[src/rtl/en_decoder_if.sv]
// Data bus between the link datapath and the SECDED(16,11) encoder.
// The master drives the raw data word; the encoder returns the codeword.
interface en_decoder_if;
    logic [15:0] d_in;
    logic [15:0] d_out;

    modport master (
        output d_in,
        input  d_out
    );

    modport slave (
        input  d_in,
        output d_out
    );
endinterface

[src/rtl/en_decoder.sv]
// Extended-Hamming SECDED(16,11) transmit encoder with one output register.
// d_out[15:1] is the Hamming(15,11) code, d_out[0] the overall parity.
module en_decoder_top (
    input  logic        clk,
    input  logic        reset,
    en_decoder_if.slave bus
);

    logic [10:0] d;
    logic [4:0]  unused_hi;
    logic [15:0] code;

    assign d         = bus.d_in[10:0];
    assign unused_hi = bus.d_in[15:11];

    // Place payload bits and derive the four Hamming parities plus overall parity
    always_comb begin
        code     = '0;
        code[3]  = d[0];
        code[5]  = d[1];
        code[6]  = d[2];
        code[7]  = d[3];
        code[9]  = d[4];
        code[10] = d[5];
        code[11] = d[6];
        code[12] = d[7];
        code[13] = d[8];
        code[14] = d[9];
        code[15] = d[10];
        code[1]  = d[0] ^ d[1] ^ d[3] ^ d[4] ^ d[6] ^ d[8] ^ d[10];
        code[2]  = d[0] ^ d[2] ^ d[3] ^ d[5] ^ d[6] ^ d[9] ^ d[10];
        code[4]  = d[1] ^ d[2] ^ d[3] ^ d[7] ^ d[8] ^ d[9] ^ d[10];
        code[8]  = d[4] ^ d[5] ^ d[6] ^ d[7] ^ d[8] ^ d[9] ^ d[10];
        code[0]  = ^code[15:1];
    end

    // Output register; reset yields the all-zero codeword of data 0
    always_ff @(posedge clk) begin
        if (reset) begin
            bus.d_out <= 16'h0000;
        end else begin
            bus.d_out <= code;
        end
    end

endmodule

[src/flat_wrapper.sv]
// flat-port wrapper written by rule: the top's interface ports become plain ports
module en_decoder_top_flat 
  (clk, reset, bus_d_in, bus_d_out);
  en_decoder_if bus_i ();
  input  logic clk;
  input  logic reset;
  input wire logic [$bits(bus_i.d_in)-1:0] bus_d_in;
  output wire logic [$bits(bus_i.d_out)-1:0] bus_d_out;
  assign bus_i.d_in = bus_d_in;
  assign bus_d_out = bus_i.d_out;
  en_decoder_top u_core (.clk(clk), .reset(reset), .bus(bus_i));
endmodule
[config.mk]
export PLATFORM = sky130hd
export DESIGN_NAME = en_decoder_top_flat
export DESIGN_NICKNAME = d
export VERILOG_FILES = /design/src/rtl/en_decoder_if.sv /design/src/rtl/en_decoder.sv /design/src/flat_wrapper.sv
export SDC_FILE = /design/constraint.sdc
export NUM_CORES = 1
export LEC_CHECK = 0
export ABC_AREA = 1
export CAP_MARGIN = 15
export CORE_AREA = 2 2 47 49
export CTS_CLUSTER_DIAMETER = 150
export DETAILED_ROUTE_END_ITERATION = 6
export DIE_AREA = 0 0 49 51
export HOLD_SLACK_MARGIN = 0.03
export PLACE_DENSITY = 0.78
export SETUP_SLACK_MARGIN = 0.1
export SLEW_MARGIN = 10
export SYNTH_ARGS = -nofsm -noshare
export SYNTH_HDL_FRONTEND = slang
export SYNTH_SLANG_ARGS = --single-unit
[constraint.sdc]
create_clock -name clk -period 2.6 [get_ports clk]
set_input_delay 0.39 -clock clk [delete_from_list [all_inputs] [get_ports clk]]
set_output_delay 0.39 -clock clk [all_outputs]
set_load 0.005 [all_outputs]
# Yosys cells after proc, flatten, opt, wreduce, memory -nomap -nowiden
# Index checks and enable logic that the tools add are counted.
# classes
bitwise_logic	24
n_reduce_logical	1
# op_table
cell	count
bitwise XOR 1 bit	24
parity 15 bit	1
# totals
ff_bits	16
input_bits	18
output_inout_bits	16
wordCells	26

# Logic depth before layout (Yosys ltp)
# depth
depth_word	7
mapped_depth	12
depth_no_buf	12

# Least setup slack after synthesis
# No wires, ideal clock.
# synth_path
path_kind	input to register
startpoint	input port bus_d_in[8]
endpoint	register u_core.bus.d_out[0]
setup_time_ns	0.115
arrival_time_ns	1.082
path_slack_ns	1.403
cell_stages	10
n_path_buf	0
cell_sequence	inv_2 > nand2_2 > nand2_1 > nand2_1 > nand2_2 > nand2_2 > nand2_2 > nand3_1 > a21oi_1 > nor2_1
# synth_via
elab_chain_len	4
word_cells_on_any_way	9
classes_between	bitwise: 8; reduce/logical: 1
# synth_lines
element	line_no	source
start: declaration	flat_wrapper.sv:7	input wire logic [$bits(bus_i.d_in)-1:0] bus_d_in;
bitwise XOR 1 bit, on equally long branches (3 in series)	en_decoder.sv:32, en_decoder.sv:33	
parity 15 bit (*)	en_decoder.sv:34	code[0] = ^code[15:1];
end signal: assignment	en_decoder.sv:42	bus.d_out <= code;
end: declaration	en_decoder_if.sv:14	output d_out
# Mark *: on every way between the ends. The rest lies on a longest branch, timed or not.
# A chain may end at the register's enable or synchronous reset.

# Worst setup path in the final report
# Ends and elaborated chain as after synthesis.

==> results by group <==
Timing
  • Worst Tran Pin Value: 0.516 ns
  • Fmax: 622 MHz
  • Final hold violation count: 0
  • Min Tclk post-route: 1.61 ns
  • Final Slew Violations: 0
  • Unrepaired setup endpoints after global routing: false
  • Max-slew headroom: 65.5%
  • Final setup vio count: 0
  • Setup TNS: 0 ns
  • Hold Slack: 0.692 ns
  • Final setup margin: 0.992 ns
  • Period utilization: 61.8%

Floorplanning
  • Die width: 49 um
  • Core ar.: 2060 um2
  • Total die area: 2500 um2
  • Die height: 51 um
  • Starting density of the core: 39.5%
  • # rows: 17
  • IO Pins: 34

Layout
  • Register area: 320 um2
  • Most flop-heavy register: u_core.bus.d_out
  • Post-Layout Cell Count: 176
  • Layout cells sized above 1: 18.9%
  • Area of the multi-input gates: 434 um2
  • Biggest regs: u_core.bus.d_out x16
  • Largest register FFs: 16
  • Antenna Cells: 0
  • Fillers: 200
  • Most frequent cells in the layout: nand2_1, clkdlybuf4s50_1, nor2_1, dfxtp_1, nand2_2
  • NumNets Final: 168
  • Most common cell after layout, fill and taps aside: nand2_1
  • Area Growth Syn to Fin: 41.0%

Setup path
  • Worst Setup End Kind: register
  • Most common cell on crit path: nand2_1
  • CP delay by family, top: buffers and inverters
  • WS Path Type: input port to register
  • Critical path origin: bus_d_in[8]
  • Crit start category: input port
  • Worst Path Required: 2.77 ns
  • Worst Path Buf+Inv: 2
  • Worst setup path endpoint: u_core.bus.d_out[0]$_SDFF_PP0_
  • Crit path depth: 10
  • Crit-path cells: clkdlybuf4s50_1, inv_2, nand2_1, nand2_1, nand3_1, nand2_1, nand2_2, nand3_1, a21oi_1, nor2_1
  • CP max FO: 4
  • Crit-path max cell delay: 0.55 ns
  • CP max stage cell: clkdlybuf4s50_1
  • Arrival time at the worst endpoint: 1.78 ns

Synth
  • Post-Syn Area: 815 um2
  • Synthesis Warnings: 0
  • Cell count after synthesis: 118
  • Syn avg cell area: 6.90 um2
  • Seq/Total Area, Yosys: 39.3%
  • Netlist cell types: 16
  • Net Count, Synth: 136
  • Seq cells post-synth: 16

Clock network
  • CTS tree: built
  • Clock tree buffer depth: 2
  • CTS Buf Count: 3
  • H-tree depth: 1
  • Clock transition at the registers of the reported paths: 0.08 ns
  • Hold_buf cts: 0
  • Post-CTS Resized: 0
  • Clk sinks: 16
  • Root Buffer: clkbuf_4
  • Postcts setup bufs: 0

Drt
  • DR iter-0 viols: 15
  • DRC: 0
  • Routed Antenna Nets: 0
  • DRT Pass-1 Iters: 4
  • DR vias: 815
  • Wire length per cell: 9.59 um
  • Drt total wl: 1690 um
  • Vias per cell: 4.63

Global routing
  • First-pass GRT wire length: 2760 um
  • Initial antenna violation count: 0
  • Total GRT Usage: 14.3%
  • Vias in the first global route: 732
  • Grt ovf: 0
  • Largest net degree at the start of global routing: 16

Power
  • Cell Int Power: 403 uW
  • Cell Pwr Density: 488 nW/um2
  • Leakage Power: 0.563 nW
  • VDD IR max: 0.000213 V
  • Switch Pwr: 157 uW
  • Switching fraction of total power: 28.0%
  • Clock share of power: 21.9%
  • Logic pwr share: 30.1%
  • Sequential power share: 48.0%

Placement
  • Placed cells: 173
  • Routability cong.: 0.820
  • Setup WS pre-CTS: 0.718 ns
  • HPWL after DPL: 1360 um
  • Number of buffer cells added on primary ports: 28

Run
  • Max cap viols: 0

Min path
  • Hold Path Class: input port to register

Outcome
  • Status: finished, final reports clean
[worst min-delay path, delay by kind of cell]
kind,cells,cell delay [ns]
and+or+nand+nor,1,0.04
buffers and inverters,2,0.51
[through the flow]
step	area (um2)	util (%)	total power, mW
finish	1150	55.7	0.560
global route	1150	55.7	0.594
CTS	1150	55.7	0.567
detailed placement	1130	54.6	0.444
global placement	1130	54.6	0.439
floorplan	815	-	0.366
[power groups by stage]
stage | Clock [mW] | Combinational, mW | Sequential (mW)
2_1_floorplan | 0 | 0.0876 | 0.278
3_3_place_gp | 0 | 0.164 | 0.275
3_5_place_dp | 0 | 0.168 | 0.275
4_1_cts | 0.128 | 0.170 | 0.270
5_1_grt | 0.138 | 0.185 | 0.272
6_report | 0.122 | 0.169 | 0.269
[synth_stat cells (all sizes together)]
cell,number,area (um2)
nand2,44,208
nor2,17,66.3
dfxtp,16,320
inv,15,56.3
nand3,13,70.1
a21oi,4,20.0
xnor2,3,26.3
xor2,3,26.3
clkbuf,1,3.75
nand4,1,12.5
o21ai,1,5.00
[routing by layer]
metal / part of all wire (%) / wire length [um] / track usage (%) / vias up
li1: - / - / - / 422
met1: 40 / 679 / 14.3 / 365
met2: 53 / 892 / 26.9 / 22
met3: 3.2 / 54 / 1.75 / 6
met4: 3.6 / 61 / 11.4 / 0
met5: 0 / 0 / 0 / -
[logic make-up (layout without fill, tap and decap cells)]
logic type                after synthesis  count (layout)  synth area share, %
buffers and inverters                  16              46                 7.37
xor gates and xnor gates                6               6                 6.45
and+or+nand+nor                        75              75                 43.8
AOI/OAI and AO/OA                       5               5                 3.07
DFF                                    16              16                 39.3
[cell type report]
class                      instances  share of cell area (%)
multi-input combinational         86                    37.8
sequential                        16                    27.9
timing repair buffer              28                    24.4
inverter                          15                    4.90
tap                               28                    3.05
clock buffer                       3                    1.96
[worst min path at each step]
stage | from | endpoint | slack [ns] | cells past startpoint
after detailed placement | bus_d_in[1] | u_core.bus.d_out[5]$_SDFF_PP0_ | 0.98 | 3
after floorplan | reset | u_core.bus.d_out[1]$_SDFF_PP0_ | 0.46 | 1
after global routing | bus_d_in[1] | u_core.bus.d_out[5]$_SDFF_PP0_ | 0.72 | 3
after CTS | bus_d_in[1] | u_core.bus.d_out[5]$_SDFF_PP0_ | 0.69 | 3
after global placement | bus_d_in[1] | u_core.bus.d_out[5]$_SDFF_PP0_ | 0.98 | 3
final | bus_d_in[1] | u_core.bus.d_out[5]$_SDFF_PP0_ | 0.69 | 3
(Power assumes the default switching activity.)
